`config.mk`:
```
export PLATFORM = sky130hd
export DESIGN_NAME = dot_accumulator
export DESIGN_NICKNAME = d
export VERILOG_FILES = /design/src/rtl/dot_accumulator_pkg.sv /design/src/rtl/sat_add.sv /design/src/rtl/dot_accumulator.sv
export SDC_FILE = /design/constraint.sdc
export NUM_CORES = 1
export LEC_CHECK = 0
export CAP_MARGIN = 20
export CORE_MARGIN = 8
export CORE_UTILIZATION = 40
export DETAILED_ROUTE_END_ITERATION = 10
export PLACE_DENSITY_LB_ADDON = 0.12
export SLEW_MARGIN = 40
export SYNTH_ARGS = -nofsm -noshare
export SYNTH_HDL_FRONTEND = slang
export SYNTH_SLANG_ARGS = --single-unit
```
`constraint.sdc`:
```
create_clock -name clk -period 5.9 [get_ports clk]
set_input_delay 1.18 -clock clk [delete_from_list [all_inputs] [get_ports clk]]
set_output_delay 1.18 -clock clk [all_outputs]
set_load 0.02 [all_outputs]
```
`src/rtl/dot_accumulator_pkg.sv`:
```
// Shared types and helpers for the dot-product accumulator back end.
// Holds the collect/present state encoding and the counter width helper.
package dot_accumulator_pkg;

    typedef enum logic {
        ST_ACC  = 1'b0,
        ST_HOLD = 1'b1
    } state_t;

    // Counter width for TERMS products; a single-bit counter is the floor.
    function automatic int count_width(input int terms);
        return (terms > 1) ? $clog2(terms) : 1;
    endfunction

endpackage

```
`src/rtl/sat_add.sv`:
```
// Combinational saturating signed add: acc + sext(addend), clamped to ACC_W bits.
// sat flags that the clamp was applied on this step.
module sat_add #(
    parameter int IN_W  = 8,
    parameter int ACC_W = 10
) (
    input  logic [ACC_W-1:0] acc,
    input  logic [IN_W-1:0]  addend,
    output logic [ACC_W-1:0] sum,
    output logic             sat
);

    logic [ACC_W:0] acc_ext;
    logic [ACC_W:0] add_ext;
    logic [ACC_W:0] s;

    assign acc_ext = {acc[ACC_W-1], acc};
    assign add_ext = {{(ACC_W + 1 - IN_W){addend[IN_W-1]}}, addend};
    assign s       = acc_ext + add_ext;

    // One guard bit holds the exact sum; disagreement with the sign bit means out of range.
    always_comb begin
        sat = (s[ACC_W] != s[ACC_W-1]);
        sum = s[ACC_W-1:0];
        if (sat) begin
            sum = s[ACC_W] ? {1'b1, {(ACC_W-1){1'b0}}} : {1'b0, {(ACC_W-1){1'b1}}};
        end
    end

endmodule

```
`src/rtl/dot_accumulator.sv`:
```
// MAC back end: accumulates TERMS signed products into a saturating dot-product and
// presents it on a valid/ready output until taken.
module dot_accumulator
    import dot_accumulator_pkg::*;
#(
    parameter int INPUTSIZE = 4,
    parameter int TERMS     = 4,
    parameter int ACCSIZE   = 2 * INPUTSIZE + 2
) (
    input  logic                   clk,
    input  logic                   rst,
    input  logic                   in_valid,
    output logic                   in_ready,
    input  logic [2*INPUTSIZE-1:0] prod,
    output logic                   out_valid,
    input  logic                   out_ready,
    output logic [ACCSIZE-1:0]     acc,
    output logic                   ovf,
    output logic                   ZF
);

    localparam int PROD_W = 2 * INPUTSIZE;
    localparam int CNT_W  = count_width(TERMS);
    localparam logic [CNT_W-1:0] LAST = CNT_W'(TERMS - 1);

    // Handshake: a beat transfers on a cycle where valid and ready are both high;
    // ready never depends on valid, and both sides are decoded purely from state.
    state_t             state;
    logic [CNT_W-1:0]   count;
    logic [ACCSIZE-1:0] next_sum;
    logic               next_sat;

    sat_add #(
        .IN_W  (PROD_W),
        .ACC_W (ACCSIZE)
    ) u_sat_add (
        .acc    (acc),
        .addend (prod),
        .sum    (next_sum),
        .sat    (next_sat)
    );

    always_ff @(posedge clk or posedge rst) begin
        if (rst) begin
            state <= ST_ACC;
            count <= '0;
            acc   <= '0;
            ovf   <= 1'b0;
        end else begin
            case (state)
                ST_ACC: begin
                    if (in_valid) begin
                        acc <= next_sum;
                        if (next_sat) ovf <= 1'b1;
                        if (count == LAST) begin
                            count <= '0;
                            state <= ST_HOLD;
                        end else begin
                            count <= count + CNT_W'(1);
                        end
                    end
                end
                ST_HOLD: begin
                    if (out_ready) begin
                        state <= ST_ACC;
                        count <= '0;
                        acc   <= '0;
                        ovf   <= 1'b0;
                    end
                end
                default: state <= ST_ACC;
            endcase
        end
    end

    assign in_ready  = (state == ST_ACC);
    assign out_valid = (state == ST_HOLD);
    assign ZF        = out_valid && (acc == '0);

endmodule

```
# --- Word level (Yosys, flattened, before mapping) ---
# Cells that the tools add are included.
# W data, S select, Z words.
word_totals:
  ff_bits: 14
  latch_bits: 0
  ramBits: 0
  mem_bits_ro: 0
  in_bits: 12
  out_inout_bits: 14
  elab_cells: 33
  memories: 0
op_classes:
  n_addsub: 2
  n_mul: 0
  div: 0
  order_cmp: 0
  eq_ne: 5
  n_shift: 0
  mux: 17
  bitwise: 1
  reduce_logical: 4
op_table:
  columns: ["operator", "count"]
  rows:
  - ["$mux W10", 4]
  - ["$pmux W10 S2", 1]
  - ["$add A10 B8 Y11", 1]
  - ["$logic_not A10 Y1", 1]
  - ["$mux W1", 6]
  - ["$mux W2", 3]
  - ["$ne A2 B2 Y1 const B", 2]
  - ["$pmux W1 S2", 2]
  - ["$pmux W2 S2", 1]
  - ["$reduce_and A3 Y1", 1]
  - ["$add A2 B1 Y2 const B", 1]
  - ["$eq A2 B2 Y1 const B", 1]
  - ["$ne A2 B1 Y1 const B", 1]
  - ["$reduce_and A2 Y1", 1]
  - ["$logic_and A1 B1 Y1", 1]
  - ["$ne A1 B1 Y1", 1]
  - ["$not A1 Y1", 1]

# --- Depth between registers and ports, before layout ---
# Gate-level depths: netlist of the first run.
logic_depth:
  word_depth: 5
  depth_mapped: 9
  mapped_depth_nobuf: 9

# --- By module ---
# From an unflattened synthesis of the first run, not the netlist that was laid out.
unflattened:
  cells_unflattened: 151
  area_unflattened_um2: 1486.4
modules_own_cells:
  columns: ["mod", "n_inst", "cells_per_inst", "area_each_um2", "seq_area_each_um2"]
  rows:
  - ["sat_add", 1, 102, 834.6, 0.0]
  - ["dot_accumulator", 1, 49, 651.9, 350.3]

# --- Least setup slack after synthesis of the first run ---
# Ideal clock, no wire load.
synth_timing:
  kind: "input port to flip-flop"
  startpoint: "in prod[0]"
  endpoint: "reg acc[7]"
  setup_time_ns: 0.145
  t_arrival_ns: 2.732
  t_required_ns: 5.755
  slack_ns: 3.023
  cell_stages: 9
  path_buffers: 0
  cell_sequence: "ha_1 > inv_1 > fa_1 > nand2b_1 > a211oi_2 > o21a_1 > nor2_2 > xnor2_2 > a31oi_1"
synth_between:
  elab_chain_cells: 5
  elab_cells_between_ends: 6
  classes_between: "add/sub: 1; eq/ne: 1; mux: 4"
synth_lines:
  columns: ["item", "line", "rtl"]
  rows:
  - ["start: declaration", "dot_accumulator.sv:14", "input logic [2*INPUTSIZE-1:0] prod,"]
  - ["$add A10 B8 Y11 *", "sat_add.sv:19", "assign s = acc_ext + add_ext;"]
  - ["$mux W10 or $ne A1 B1 Y1 (tied branches)", "sat_add.sv:26, sat_add.sv:23", null]
  - ["$mux W10 *", "sat_add.sv:25", "if (sat) begin"]
  - ["$mux W10 *", "dot_accumulator.sv:52", "if (in_valid) begin"]
  - ["$pmux W10 S2 *", "dot_accumulator.sv:50", "case (state)"]
  - ["end signal: assignment", "dot_accumulator.sv:53", "acc <= next_sum;"]
  - ["end: declaration", "dot_accumulator.sv:17", "output logic [ACCSIZE-1:0] acc,"]
# Mark *: on every way between the ends. The rest lies on a longest branch, timed or not. The select of a mux whose other input is x is not followed.
# A chain may end at the register's enable or synchronous reset.

# --- Worst setup path after layout of the first run ---
# Ends and elaborated chain as after synthesis.

==> results.txt, run 1 <==
CP max stage cell: clkdlybuf4s50_1
CP required: 6.03 ns
Cells after Synth: 129
Crit Path Max Fanout: 10
met1 GRT Util: 14.01%
final period demand of the worst path: 3.324 ns
area delta synth->final: 26.78%
cts repair resizes: 0
clock tree from TritonCTS: built
max incr delay on CP: 0.46 ns
met2 Resource Use GR: 20.18%
sequential cell area: 350.3 µm²
number of synthesized flops with an enable pin: 0
Crit path arrival time: 3.45 ns
DR DRC count: 0
DIE WIDTH: 69.06 µm
Tcrit/Tclk final: 56.34%
hold depth: 1
initial antenna violation count: 0
TritonRoute pass-1 iters: 4
Netlist cell types: 39
port bufs: 25
vias in the first global route: 1069
H-tree depth: 1
total die area: 0.004769 mm²
routed via count: 1054
cell family with most CP delay: adder cells
post-synthesis sequential element count: 14
die height: 69.06 µm
nets: 181
Max Clk Rate: 0.3008 GHz
Post-CTS Hold Buffers: 0
antenna fix cells: 0
relative slew slack: 58.61%
syn nets: 153
CTS Root Buffer Type: clkbuf_4
pre-CTS WS: 2.308 ns
busiest grt layer: met2
VDD IR max: 0.0003031 V
met3 usage: 2.289%
pwr/cell area: 584.3 mW/mm²
worst path bufs/invs: 2
area of the multi-input gates: 747.0 µm²
final WL: 2.896 mm
RSZ-0062 raised after global routing: false
Avg Synthesized Cell Area: 8.729 µm²
hold_ws: 0.5013 ns
crit path launch type: primary input
DR vias/cell: 5.667
Max Slew Vio Count: 0
clock sinks: 14
status: finished, final reports clean
Leak: 0.6180 nW
worst-case hold path end point: count[0]
Worst Reg-to-Reg Cells: 9
Critical R2R Launch: acc[0]
IO Count: 26
Tot GR Track Use: 11.84%
hpwl dp: 2.323 mm
max-cap viol count: 0
Core Rows: 19
largest net degree at the start of global routing: 19
Clock Pin Slew Worst Setup and Hold Paths: 0.08 ns
Final setup viols: 0
Worst setup EP type: flip-flop
Cell Area, Synth: 0.001126 mm²
FF-to-FF setup slack: 3.51 ns
Synth Flop Type: dfrtp_1
Worst Tran Pin Value: 0.6208 ns
Util after Layout: 52.68%
final-layout fill cell count: 258
worst reg2reg path endpoint: acc[7]
CTS Buffer Depth: 2
GP Congestion: 0.8721
Synthesis Warnings: 0
clk_lat worst skew: 0.27 ns
layout cells sized above 1: 7.742%
sequential share of the synthesized area: 31.11%
class of the worst hold path: reg -> reg
total CTS buffers: 3
Starting DRT DRC Count: 55
Worst Skew: 0.001450 ns
Initial Util: 41.55%
# Post-CTS Setup Buffers: 0
Setup TNS: 0 ns
Core ar.: 0.002710 mm²
setup ws final: 2.576 ns
Hold Startpoint: count[0]
Hold Fails Final Rpt: 0
average routed wire per standard cell: 15.57 µm
GRT overflow: 0
Worst Path Class, Setup: in -> reg
first-pass GRT wire length: 4.871 mm
post-route antenna net violation count: 0
crit-path cells: clkdlybuf4s50_1 -> ha_1 -> inv_1 -> fa_1 -> nand2b_1 -> a211oi_2 -> o21a_1 -> nor2_2 -> xnor2_2 -> a31oi_1
Async S/R FF share, synth: 100.0%
## cells in the mapped netlist (3+ instances only)
library cell,n,area share [%]
nand2_1,22,7.3
a21oi_1,11,4.9
o21ai_0,3,1.3
nor4_1,3,1.7
xor2_1,3,2.3
dfrtp_1,14,31
a21o_1,4,2.7
a22oi_1,8,5.3
a21oi_2,3,2.3
xnor2_1,4,3.1
nor2_1,5,1.7
ha_1,11,12
inv_1,5,1.7
## metrics by stage
stage,area (µm²),total power [mW],std cells
floorplan,1126,0.6029,129
global placement,1405,0.7755,183
detailed placement,1405,0.7843,183
CTS,1428,0.8386,186
global route,1428,0.9067,186
finish,1428,0.8341,186
## power breakdown
group	internal [mW]	switching [mW]	total, mW
combinational	0.259	0.320	0.579
sequential	0.144	0.0596	0.204
clock	0.0236	0.0279	0.0514
total	0.427	0.407	0.834
## cell type report
| cell class | instances | area share (%) |
|---|---|---|
| multi-input combinational | 108 | 52.32 |
| sequential | 14 | 24.54 |
| timing repair buffer | 25 | 17.53 |
| tap | 31 | 2.717 |
| clock buffer | 3 | 1.578 |
| inverter | 5 | 1.315 |
## layout by cell type (no fill, tap or decap), types with 2 or more instances in the layout
| master | n |
|---|---|
| clkdlybuf4s50_1 | 25 |
| nand2_1 | 22 |
| dfrtp_1 | 14 |
| a21oi_1 | 11 |
| ha_1 | 11 |
| a22oi_1 | 8 |
| inv_1 | 5 |
| nor2_1 | 5 |
| a21o_1 | 4 |
| xnor2_1 | 4 |
| a21oi_2 | 3 |
| o21ai_0 | 3 |
| xor2_1 | 3 |
| nor4_1 | 3 |
| clkbuf_4 | 3 |
| and2_1 | 2 |
| a31oi_1 | 2 |
| nand2b_1 | 2 |
| o211ai_1 | 2 |
| nand3_1 | 2 |
| o21ai_1 | 2 |
## routing by layer
layer | vias to the layer above | share of wire [%]
li1 | 524 | -
met1 | 498 | 44
met2 | 28 | 50
met3 | 4 | 4.6
met4 | 0 | 1.3
met5 | - | 0
## state kept, by name, summed over array words and instances (netlist names)
register and cells:
out_valid 1, count 2, acc 10, ovf 1
## how the worst max path moves through the flow
| stage | from | end | slack, ns | cells past startpoint |
|---|---|---|---|---|
| detailed placement | prod[0] | acc[7] | 2.31 | 10 |
| global placement | prod[0] | acc[7] | 2.34 | 10 |
| finish | prod[0] | acc[7] | 2.58 | 10 |
| CTS | prod[0] | acc[7] | 2.59 | 10 |
| floorplan | prod[0] | acc[7] | 3.02 | 9 |
| global route | prod[0] | acc[7] | 2.47 | 10 |
## logic make-up after synthesis
kind of cell,after synthesis,synth area share (%)
buf+inv,7,2.556
compound gates,42,25.22
mux,1,0.8889
xor+xnor,8,6.889
flops,14,31.11
fa+ha+maj,12,14.00
simple gates,45,19.34
(Power assumes the default switching activity.)
==> run 2: changes to the inputs <==
==> constraint.sdc (replaced) <==
create_clock -name clk -period 2.8 [get_ports clk]
set_input_delay 0.56 -clock clk [delete_from_list [all_inputs] [get_ports clk]]
set_output_delay 0.56 -clock clk [all_outputs]
set_load 0.02 [all_outputs]
==> run 2 against run 1 <==
  * Count of clock-buffer cells in the layout increased by 1
  * Sequential share of layout area down 0.91 points
  * Combinational power rose by 120%
  * First-iteration DRC count is 40% higher
  * Register-to-register slack got worse by 3.1 ns
  * Final cell count is 2.7% higher
  * Critical path type unchanged
  * Critical endpoint is now acc[2]
==> results.txt, run 2 (synthesis results as in run 1) <==
average routed wire per standard cell: 15.35 µm
Starting DRT DRC Count: 77
largest reg by FF count: acc
Tcrit/Tclk final: 96.09%
total CTS buffers: 3
Initial Util: 41.55%
first-pass GRT wire length: 4.961 mm
class of the worst hold path: reg -> reg
die height: 69.06 µm
clock sinks: 14
Sw Ratio: 47.73%
Hold Fails Final Rpt: 0
CTS Buffer Depth: 2
most frequent cells in the layout: 25 x clkdlybuf4s50_1, 22 x nand2_1, 14 x dfrtp_1, 11 x a21oi_1, 11 x ha_1
area delta synth->final: 31.67%
Crit path arrival time: 2.84 ns
Combinational Power Share: 69.1%
relative slew slack: 63.72%
Worst setup EP type: flip-flop
max reg flops: 10
RSZ-0062 raised after global routing: false
Core Rows: 19
commonest non-fill, non-tap cell in the layout: clkdlybuf4s50_1
Tot GR Track Use: 11.96%
DR vias/cell: 5.534
Leak: 0.6459 nW
Worst Skew: 0.002535 ns
Worst Path Class, Setup: in -> reg
Largest regs: acc x10, count x2
Post-Place Cells: 187
Util after Layout: 54.71%
vias in the first global route: 1104
CTS Root Buffer Type: clkbuf_4
met2 Resource Use GR: 21.00%
Worst Tran Pin Value: 0.5366 ns
setup ws final: 0.1096 ns
pre-CTS WS: -0.1969 ns
IO Count: 26
CP max stage cell: nor4b_1
largest net degree at the start of global routing: 15
Clock Pin Slew Worst Setup and Hold Paths: 0.09 ns
Setup TNS: 0 ns
met3 usage: 2.146%
clk_lat worst skew: 0.28 ns
VDD IR max: 0.0007026 V
total die area: 0.004769 mm²
DIE WIDTH: 69.06 µm
pwr/cell area: 1260 mW/mm²
DR DRC count: 0
Clk pwr share: 7.8%
non-filler cells, final: 191
post-route antenna net violation count: 0
final WL: 2.932 mm
final-layout fill cell count: 252
Final setup viols: 0
net switching power: 0.8914 mW
area of the multi-input gates: 758.2 µm²
H-tree depth: 1
clock tree from TritonCTS: built
antenna fix cells: 0
TritonRoute pass-1 iters: 4
CP required: 2.95 ns
routed via count: 1057
Max Slew Vio Count: 0
GP Congestion: 0.8422
max incr delay on CP: 0.49 ns
layout cells sized above 1: 10.63%
final period demand of the worst path: 2.690 ns
nets: 185
Sequential Power Share: 23.2%
GRT overflow: 0
Post-CTS Hold Buffers: 0
Placed Area: 0.001435 mm²
Core ar.: 0.002710 mm²
cell family with most CP delay: compound AO/OA/AOI/OAI gates
hpwl dp: 2.398 mm
P_int: 0.9762 mW
Max Clk Rate: 0.3717 GHz
met1 GRT Util: 13.85%
Crit Path Max Fanout: 8
sequential cell area: 350.3 µm²
port bufs: 25
status: finished, final reports clean
crit path launch type: primary input
worst path bufs/invs: 1
initial antenna violation count: 0
busiest grt layer: met2
final non-filler cell area: 0.001483 mm²
crit-path cells: clkdlybuf4s50_1 -> ha_1 -> a21oi_2 -> o211ai_1 -> nor4b_1 -> o21ai_1 -> nand2_2 -> a22oi_1
max-cap viol count: 0
==> run 2: path summary, 6_finish.rpt <==
path / from / to / slack [ns] / depth (start not counted)
max: prod[7] / acc[2] / 0.11 / 8
min: count[0] / count[0] / 0.50 / 1
max reg2reg: acc[8] / acc[2] / 0.42 / 7
min reg2reg: count[0] / count[0] / 0.50 / 1
max in group asynchronous: rst / out_valid / 1.84 / 2
min in group asynchronous: rst / acc[8] / 0.61 / 2
==> run 2: what timing repair did <==
action	CTS	global route
gates resized for setup	0	1
endpoints found under the setup margin	0	10
setup buffers	0	0
==> run 2: per-stage QoR <==
stage / hold slack, ns / total power [mW]
final: 0.5028 / 1.868
after global routing: 0.5262 / 2.012
after floorplan: 0.4492 / 1.270
after CTS: 0.5061 / 1.852
after detailed placement: 0.4894 / 1.700
after global placement: 0.4855 / 1.667
==> run 2: layout make-up <==
type                    count  share of cell area [%]
inverters                   5                   1.266
clock buffers               4                   2.447
well taps                  31                   2.616
flip-flops and latches     14                   23.63
repair buffers             29                   18.90
multi-input cells         108                   51.14
==> run 2: power groups by stage <==
| stage | Sequential (mW) | Clock, mW | Combinational (mW) |
|---|---|---|---|
| floorplan | 0.497 | 0 | 0.774 |
| finish | 0.433 | 0.145 | 1.29 |
| CTS | 0.433 | 0.149 | 1.27 |
| global route | 0.446 | 0.157 | 1.41 |
| global placement | 0.431 | 0 | 1.24 |
| detailed placement | 0.437 | 0 | 1.26 |
==> run 2: metal layers <==
| metal | wire length, µm | vias to the layer above |
|---|---|---|
| met5 | 0 | - |
| met4 | 20 | 0 |
| met3 | 109 | 2 |
| met2 | 1447 | 21 |
| met1 | 1355 | 494 |
| li1 | - | 540 |
==> run 3: changes to the inputs <==
--- a/config.mk
+++ b/config.mk
@@ -6,10 +6,12 @@
 export NUM_CORES = 1
 export LEC_CHECK = 0
 export CAP_MARGIN = 20
+export CELL_PAD_IN_SITES_DETAIL_PLACEMENT = 0
+export CELL_PAD_IN_SITES_GLOBAL_PLACEMENT = 2
 export CORE_MARGIN = 8
-export CORE_UTILIZATION = 40
+export CORE_UTILIZATION = 26
 export DETAILED_ROUTE_END_ITERATION = 10
-export PLACE_DENSITY_LB_ADDON = 0.12
+export PLACE_DENSITY = 0.8
 export SLEW_MARGIN = 40
 export SYNTH_ARGS = -nofsm -noshare
 export SYNTH_HDL_FRONTEND = slang
==> run 3 against run 2 <==
  * Count of clock-buffer cells in the layout is the same
  * Clock skew up 0.00075 ns
  * Wire length increased by 12%
  * Critical path depth rose by 2
  * Final cell count rose by 11%
  * Critical endpoint is now acc[4]
==> results.txt, run 3 (synthesis results as in run 1) <==
CP max stage cell: clkdlybuf4s50_1
clk_lat worst skew: 0.25 ns
clock tree from TritonCTS: built
GRT overflow: 0
Starting DRT DRC Count: 50
Clock Pin Slew Worst Setup and Hold Paths: 0.06 ns
status: finished, final reports clean
most frequent cells in the layout: 25 x clkdlybuf4s50_1, 22 x nand2_1, 14 x dfrtp_1, 11 x a21oi_1, 11 x ha_1
initial antenna violation count: 0
Tot Pwr: 1.948 mW
CTS Buffer Depth: 2
total CTS buffers: 3
TritonRoute pass-1 iters: 4
Core ar.: 0.004264 mm²
total die area: 0.006693 mm²
area delta synth->final: 35.67%
Worst Skew: 0.003285 ns
die height: 81.81 µm
Hold Fails Final Rpt: 0
final WL: 3.271 mm
final period demand of the worst path: 2.598 ns
Max Clk Rate: 0.3850 GHz
Max Slew Vio Count: 0
class of the worst hold path: reg -> reg
Largest regs: acc x10, count x2
VDD IR max: 0.0004463 V
max reg flops: 10
CTS Root Buffer Type: clkbuf_8
relative slew slack: 63.47%
nets: 185
Worst Tran Pin Value: 0.5473 ns
hpwl dp: 2.589 mm
layout cells sized above 1: 10.63%
commonest non-fill, non-tap cell in the layout: clkdlybuf4s50_1
worst path bufs/invs: 2
DR DRC count: 0
largest net degree at the start of global routing: 19
DIE WIDTH: 81.81 µm
GP Congestion: 0.7148
max incr delay on CP: 0.46 ns
Crit path arrival time: 2.71 ns
Worst Path Class, Setup: in -> reg
Crit Path Max Fanout: 10
RSZ-0062 raised after global routing: false
Core Rows: 24
Tot GR Track Use: 10.98%
pwr/cell area: 1275 mW/mm²
max-cap viol count: 0
Final setup viols: 0
vias in the first global route: 1180
crit path launch type: primary input
crit-path cells: clkdlybuf4s50_1 -> ha_1 -> inv_1 -> fa_1 -> nand2b_1 -> a211oi_2 -> o21a_1 -> nor2_2 -> xnor2_4 -> a22oi_1
CP required: 2.91 ns
routed via count: 1077
average routed wire per standard cell: 15.43 µm
post-route antenna net violation count: 0
H-tree depth: 1
Leak: 0.6541 nW
Util after Layout: 35.83%
antenna fix cells: 0
cell family with most CP delay: adder cells
port bufs: 25
Post-CTS Hold Buffers: 0
first-pass GRT wire length: 5.678 mm
clock sinks: 14
Initial Util: 26.41%
largest reg by FF count: acc
Tcrit/Tclk final: 92.77%
DR vias/cell: 5.080
Worst setup EP type: flip-flop
IO Count: 26
==> run 3: timing repair <==
| action | in CTS | in global routing |
|---|---|---|
| setup endpoints to repair | 0 | 10 |
| buffers inserted | 0 | 0 |
| resized for setup | 0 | 1 |
==> run 3: cell type report <==
class / count / area, µm²
sequential: 14 / 350.3
inverter: 5 / 18.77
multi-input combinational: 108 / 758.2
clock buffer: 4 / 55.05
timing repair buffer: 29 / 280.3
fill: 451 / 2736
tap: 52 / 65.06
==> run 3: worst paths after layout <==
check,startpoint,slack [ns],end,depth (start not counted)
worst max-delay path,prod[0],0.20,acc[4],10
worst min-delay path,ovf,0.50,ovf,2
worst max register to register,acc[0],0.51,acc[4],9
worst min register to register,ovf,0.50,ovf,2
min in group asynchronous,rst,0.65,acc[2],2
max in group asynchronous,rst,1.78,ovf,2
==> run 3: stage by stage <==
stage                     cells  TNS, ns  area [µm²]  hold slack, ns  setup WS (ns)
after floorplan             129        0        1126          0.4492         0.5432
after global placement      208   -1.106        1461          0.4808        -0.1247
after detailed placement    208   -1.824        1461          0.4928        -0.2009
after CTS                   212        0        1516          0.5069        0.04366
after global routing        212        0        1528          0.5619        0.02526
final                       212        0        1528          0.5034         0.2023
==> run 3: power by group <==
group	internal, mW	switching [mW]	leakage, nW	total [mW]
sequential	0.305	0.125	0.171	0.430
combinational	0.598	0.717	0.454	1.31
clock	0.125	0.0778	0.0288	0.203
==> run 3: routing by layer <==
metal / track usage, % / up-vias / part of all wire, %
li1: - / 536 / -
met1: 13.26 / 515 / 46
met2: 18.55 / 22 / 48
met3: 2.407 / 4 / 4.4
met4: 4.211 / 0 / 1.5
met5: 0 / - / 0
==> run 3: worst reg2reg max path: stages (launching register included) <==
cell      delay [ns]
dfrtp_1         0.43
ha_1            0.22
inv_1           0.06
fa_1            0.39
nand2b_1        0.21
a211oi_2        0.22
o21a_1          0.15
nor2_2          0.06
xnor2_4         0.29
a22oi_1         0.13
